[config.mk]
export PLATFORM = sky130hd
export DESIGN_NAME = lsu_ctrl
export DESIGN_NICKNAME = d
export VERILOG_FILES = /design/src/rtl/lsu_ctrl.sv
export SDC_FILE = /design/constraint.sdc
export NUM_CORES = 1
export LEC_CHECK = 0
export BUFFER_PORTS_ARGS = -buffer_cell sky130_fd_sc_hd__buf_2
export CAP_MARGIN = 10
export CELL_PAD_IN_SITES_DETAIL_PLACEMENT = 0
export CELL_PAD_IN_SITES_GLOBAL_PLACEMENT = 1
export CORE_MARGIN = 10
export CORE_UTILIZATION = 38
export CTS_BUF_LIST = sky130_fd_sc_hd__clkbuf_8
export DETAILED_ROUTE_END_ITERATION = 16
export PLACE_DENSITY_LB_ADDON = 0.1
export SYNTH_ARGS = -nofsm -noshare
export SYNTH_HDL_FRONTEND = slang
export SYNTH_SLANG_ARGS = --single-unit
export TNS_END_PERCENT = 100
[constraint.sdc]
create_clock -name clk -period 3.5 [get_ports clk]
set_input_delay 0.35 -clock clk [delete_from_list [all_inputs] [get_ports clk]]
set_output_delay 0.35 -clock clk [all_outputs]
set_load 0.05 [all_outputs]
[src/rtl/lsu_ctrl.sv]
// Load/store stage: turns an ALU effective address into a single-outstanding
// valid/ready memory transaction and returns one result per accepted op.
module lsu_ctrl #(
  parameter int unsigned TIMEOUT = 255
) (
  input  logic        clk,
  input  logic        rst_n,
  input  logic        in_valid,
  output logic        in_ready,
  input  logic [31:0] alu_result,
  input  logic [31:0] data_rs2,
  input  logic [1:0]  mem_op,
  input  logic [1:0]  mem_size,
  input  logic        IsSigned,
  output logic        mem_req_valid,
  input  logic        mem_req_ready,
  output logic        mem_req_wen,
  output logic [31:0] mem_req_addr,
  output logic [31:0] mem_req_wdata,
  output logic [3:0]  mem_req_wmask,
  input  logic        mem_resp_valid,
  input  logic [31:0] mem_resp_rdata,
  input  logic        mem_resp_err,
  output logic        out_valid,
  input  logic        out_ready,
  output logic [31:0] out_data,
  output logic        out_err
);

  typedef enum logic [1:0] {IDLE, REQ, WAIT, DONE} state_t;

  localparam logic [1:0] OP_PASS  = 2'b00;
  localparam logic [1:0] OP_LOAD  = 2'b01;
  localparam logic [1:0] OP_STORE = 2'b10;
  localparam logic [7:0] WAIT_LAST = 8'(TIMEOUT - 1);

  state_t      state, state_nxt;
  logic [31:0] addr_q, rs2_q;
  logic [1:0]  op_q, size_q;
  logic        signed_q;
  logic [7:0]  wait_cnt;
  logic [31:0] out_data_q;
  logic        out_err_q;

  logic        accept;
  logic        bad_in;
  logic [31:0] shifted, load_val;
  logic        done_load;
  logic [31:0] done_data;
  logic        done_err;

  assign accept = in_valid & in_ready;

  // Misaligned or illegal encodings complete immediately without touching the bus.
  always_comb begin
    // NOTE: every combinational output gets a default first so no path can infer a latch.
    bad_in = 1'b0;
    unique case (mem_size)
      2'b01:   bad_in = alu_result[0];
      2'b10:   bad_in = |alu_result[1:0];
      2'b11:   bad_in = 1'b1;
      default: bad_in = 1'b0;
    endcase
    if (mem_op == 2'b11) bad_in = 1'b1;
  end

  always_comb begin
    shifted  = mem_resp_rdata >> {addr_q[1:0], 3'b000};
    load_val = shifted;
    unique case (size_q)
      2'b00:   load_val = {{24{signed_q & shifted[7]}},  shifted[7:0]};
      2'b01:   load_val = {{16{signed_q & shifted[15]}}, shifted[15:0]};
      default: load_val = shifted;
    endcase
  end

  always_comb begin
    mem_req_wdata = rs2_q;
    mem_req_wmask = 4'hF;
    unique case (size_q)
      2'b00: begin
        mem_req_wdata = {4{rs2_q[7:0]}};
        mem_req_wmask = 4'b0001 << addr_q[1:0];
      end
      2'b01: begin
        mem_req_wdata = {2{rs2_q[15:0]}};
        mem_req_wmask = 4'b0011 << addr_q[1:0];
      end
      default: ;
    endcase
    if (op_q != OP_STORE) mem_req_wmask = 4'h0;
  end

  assign mem_req_valid = (state == REQ);
  assign mem_req_wen   = (op_q == OP_STORE);
  assign mem_req_addr  = {addr_q[31:2], 2'b00};
  assign in_ready      = (state == IDLE);
  assign out_valid     = (state == DONE);
  assign out_data      = out_data_q;
  assign out_err       = out_err_q;

  always_comb begin
    state_nxt = state;
    done_load = 1'b0;
    done_data = '0;
    done_err  = 1'b0;
    unique case (state)
      IDLE: if (in_valid) begin
        if (mem_op == OP_PASS || bad_in) begin
          state_nxt = DONE;
          done_load = 1'b1;
          done_data = alu_result;
          done_err  = (mem_op != OP_PASS);
        end else begin
          state_nxt = REQ;
        end
      end
      REQ: if (mem_req_ready) state_nxt = WAIT;
      WAIT: begin
        // A response arriving in the final WAIT cycle beats the timeout.
        if (mem_resp_valid) begin
          state_nxt = DONE;
          done_load = 1'b1;
          done_err  = mem_resp_err;
          if (mem_resp_err)          done_data = addr_q;
          else if (op_q == OP_LOAD)  done_data = load_val;
        end else if (wait_cnt == WAIT_LAST) begin
          state_nxt = DONE;
          done_load = 1'b1;
          done_data = addr_q;
          done_err  = 1'b1;
        end
      end
      DONE: if (out_ready) state_nxt = IDLE;
      default: state_nxt = IDLE;
    endcase
  end

  // NOTE: sequential state uses non-blocking assignments so all registers update together.
  always_ff @(posedge clk or negedge rst_n) begin
    if (!rst_n) state <= IDLE;
    else        state <= state_nxt;
  end

  always_ff @(posedge clk or negedge rst_n) begin
    if (!rst_n) begin
      addr_q     <= '0;
      rs2_q      <= '0;
      op_q       <= OP_PASS;
      size_q     <= '0;
      signed_q   <= 1'b0;
      wait_cnt   <= '0;
      out_data_q <= '0;
      out_err_q  <= 1'b0;
    end else begin
      if (accept) begin
        addr_q   <= alu_result;
        rs2_q    <= data_rs2;
        op_q     <= mem_op;
        size_q   <= mem_size;
        signed_q <= IsSigned;
      end
      if (state == WAIT && state_nxt == WAIT) wait_cnt <= wait_cnt + 8'd1;
      else                                    wait_cnt <= '0;
      if (done_load) begin
        out_data_q <= done_data;
        out_err_q  <= done_err;
      end
    end
  end

endmodule

==> reports/metrics.csv <==
stage;metric;value;unit
status;status;finished, final reports clean;
detailed_routing;DRC;0;
timing;final hold slack;0.0864;ns
final_layout;Area Growth Syn to Fin;16.3;%
yosys;Mean Syn Cell Area;9.05;um^2
timing;Total Negative Setup Slacks;0;ns
final_layout;commonest non-fill, non-tap cells in the layout;243 x nand2_1, 209 x buf_2, 111 x dfrtp_1, 32 x a211oi_1, 25 x mux2_2;
timing;fin. max-slew vios;0;
final_layout;layout cells sized above 1;34.1;%
timing;RSZ-0062 raised after global routing;false;
floorplan;die width;152;um
clock_network;TritonCTS clock tree;yes;
timing;# setup viols final;0;
worst_setup_path;CP Launch Type;register;
yosys;Post-synth EDFFs;0;
yosys;Post-synth ARST share;100;%
worst_setup_path;worst-path cell chain;inv_1, o21ai_0, a21oi_1, buf_2;
placement;HPWL after DPL;16800;um
run;Max Cap Viol;0;
yosys;Yosys warning count;0;
clock_network;cts bufs inserted;9;
clock_network;clock slew at reported path FFs;0.11;ns
timing;Worst Skew;0.00886;ns
worst_setup_path;CP required;3.15;ns
timing;Final min period;2.61;ns
final_layout;nets;978;
worst_setup_path;Largest delay share family, worst path;buffers and inverters;
worst_setup_path;Setup crit end kind;primary output;
detailed_routing;antenna violation net count after detailed routing;0;
yosys;post-synthesis cell count;727;
final_layout;final core utilization;44.7;%
floorplan;Initial Util;38.4;%
detailed_routing;Initial DRT Pass Iterations;7;
worst_setup_path;Crit Path Max Fanout;24;
global_routing;GRT Total Usage;19.5;%
clock_network;clk buf depth;2;
worst_setup_path;WP buf/inv;2;
timing;worst slew pin tran;0.968;ns
timing;fmax;383;MHz
timing;worst relative slew slack;35.5;%
detailed_routing;DR iter-0 viols;331;
clock_network;Post-CTS Resized;0;
clock_network;postcts setup bufs;0;
worst_setup_path;crit path DAT;2.26;ns
power_and_ir_drop;Pwr Density;1110;mW/mm^2
worst_setup_path;worst reg-to-reg path cell count;5;
clock_network;clk_lat worst skew;0.40;ns
floorplan;# rows;48;
worst_setup_path;slowest stage delay, CP;0.72;ns
floorplan;Die H;152;um
detailed_routing;routed vias;5870;
clock_network;htree depth;3;
power_and_ir_drop;Worst VDD drop;0.603;mV
yosys;Synth cell types;52;
timing;Final Cycle Share;74.6;%
clock_network;hold_buf cts;0;
final_layout;commonest non-fill, non-tap cell in the layout;nand2_1;
final_layout;layout filler cell count;1743;
placement;GP Congestion;0.801;
power_and_ir_drop;P_leak;3.66;nW
detailed_routing;final wirelength;22800;um
yosys;synthesized flop and latch total;112;
clock_network;CTS root buf;clkbuf_8;
yosys;prevailing post-synth register cell;dfrtp_1;
yosys;sequential-to-total area share from yosys stat;42.6;%
detailed_routing;wire per inst;20.7;um
floorplan;io pins;213;
global_routing;initial antenna violation count;1;
min_path;Hold WC Path Type;in -> async;
global_routing;largest net degree at the start of global routing;72;
detailed_routing;Via density;5.34;
worst_setup_path;critical path depth in cells;4;
global_routing;vias in the first global route;6114;
yosys;mapped cell area;0.00658;mm^2
clock_network;clk sink count;112;
placement;PortBufs;210;
floorplan;Core Region;0.0171;mm^2
worst_setup_path;type of the worst setup path;reg -> out;
worst_setup_path;CP max-delay cell;dfrtp_1;
global_routing;GRT Residual Overflow;0;
timing;Hold Vio Cnt, Final;0;
global_routing;first-pass GRT wire length;35100;um
floorplan;Die Area;0.0230;mm^2
[cell type report]
cell class	count	area (um^2)	area share, %
diodes	1	2.50	0.0327
clock inverters	6	51.3	0.671
repair buffers	224	1160	15.2
clock buffers	10	138	1.80
well taps	225	282	3.68
multi-input cells	513	3180	41.6
flip-flops and latches	112	2800	36.7
inverters	8	30.0	0.393
[cell usage after synthesis, drive strengths merged, types with 7 or more instances]
cell type    n  area share (%)
a211oi      32             3.7
a21oi       22             1.7
a22oi       17             1.9
a31oi        8            0.86
a32oi        8             1.1
a41oi       24             4.3
buf         71             7.5
clkbuf      24             1.4
dfrtp      112              43
inv          8            0.46
mux2        25             4.3
mux2i       21             3.2
nand2      243              14
nand2b      10             1.1
nand3        7            0.53
nor2        16            0.95
o211ai       7            0.80
o21ai       25             2.0
[metrics by stage]
step | total power, mW | setup WS, ns | std cells | area (um^2)
floorplan | 6.71 | 1.09 | 728 | 6580
global placement | 7.71 | 1.28 | 1082 | 7460
detailed placement | 7.80 | 1.23 | 1082 | 7460
CTS | 8.60 | 0.872 | 1098 | 7640
global route | 9.04 | 0.724 | 1099 | 7650
finish | 8.50 | 0.889 | 1099 | 7650
[cells by family (layout without fill, tap and decap cells)]
family | Yosys count | after routing | synth area share [%]
muxes | 52 | 52 | 9.53
adders and majority gates | 2 | 2 | 0.380
AOI/OAI and AO/OA | 150 | 150 | 17.4
other | 1 | 3 | 0.0570
xor gates and xnor gates | 7 | 7 | 0.932
and+or+nand+nor | 300 | 300 | 19.8
DFF | 112 | 112 | 42.6
buffers and inverters | 103 | 248 | 9.30
[routing by layer]
metal  track usage (%)  part of all wire [%]  up-vias
li1                  -                     -     2775
met1              23.9                    40     2823
met2              32.2                    49      247
met3              6.80                   9.6       25
met4              4.72                   1.6        0
met5                 0                     0        -
[state kept, by name (all words and copies together) (netlist names)]
name and cells:
out_err 1, state 2, size_q 2, wait_cnt 8
rs2_q 32, op_q 2, signed_q 1, out_data 32
addr_q 32
[power by group]
group	total [mW]	switching [mW]	internal (mW)
combinational	5.25	3.84	1.41
sequential	2.46	0.591	1.87
clock	0.786	0.497	0.289
[path summary, 6_finish.rpt]
| check | startpoint | end | slack, ns |
|---|---|---|---|
| worst max-delay path | addr_q[1] | mem_req_wmask[1] | 0.89 |
| worst min-delay path | rst_n | addr_q[6] | 0.09 |
| worst max register to register | state[1] | out_data[29] | 1.16 |
| worst min register to register | rs2_q[20] | rs2_q[20] | 0.48 |
| max in group asynchronous | rst_n | rs2_q[23] | 2.52 |
| min in group clk | data_rs2[20] | rs2_q[20] | 0.13 |
Note: power is estimated with default switching activity, not from simulation.
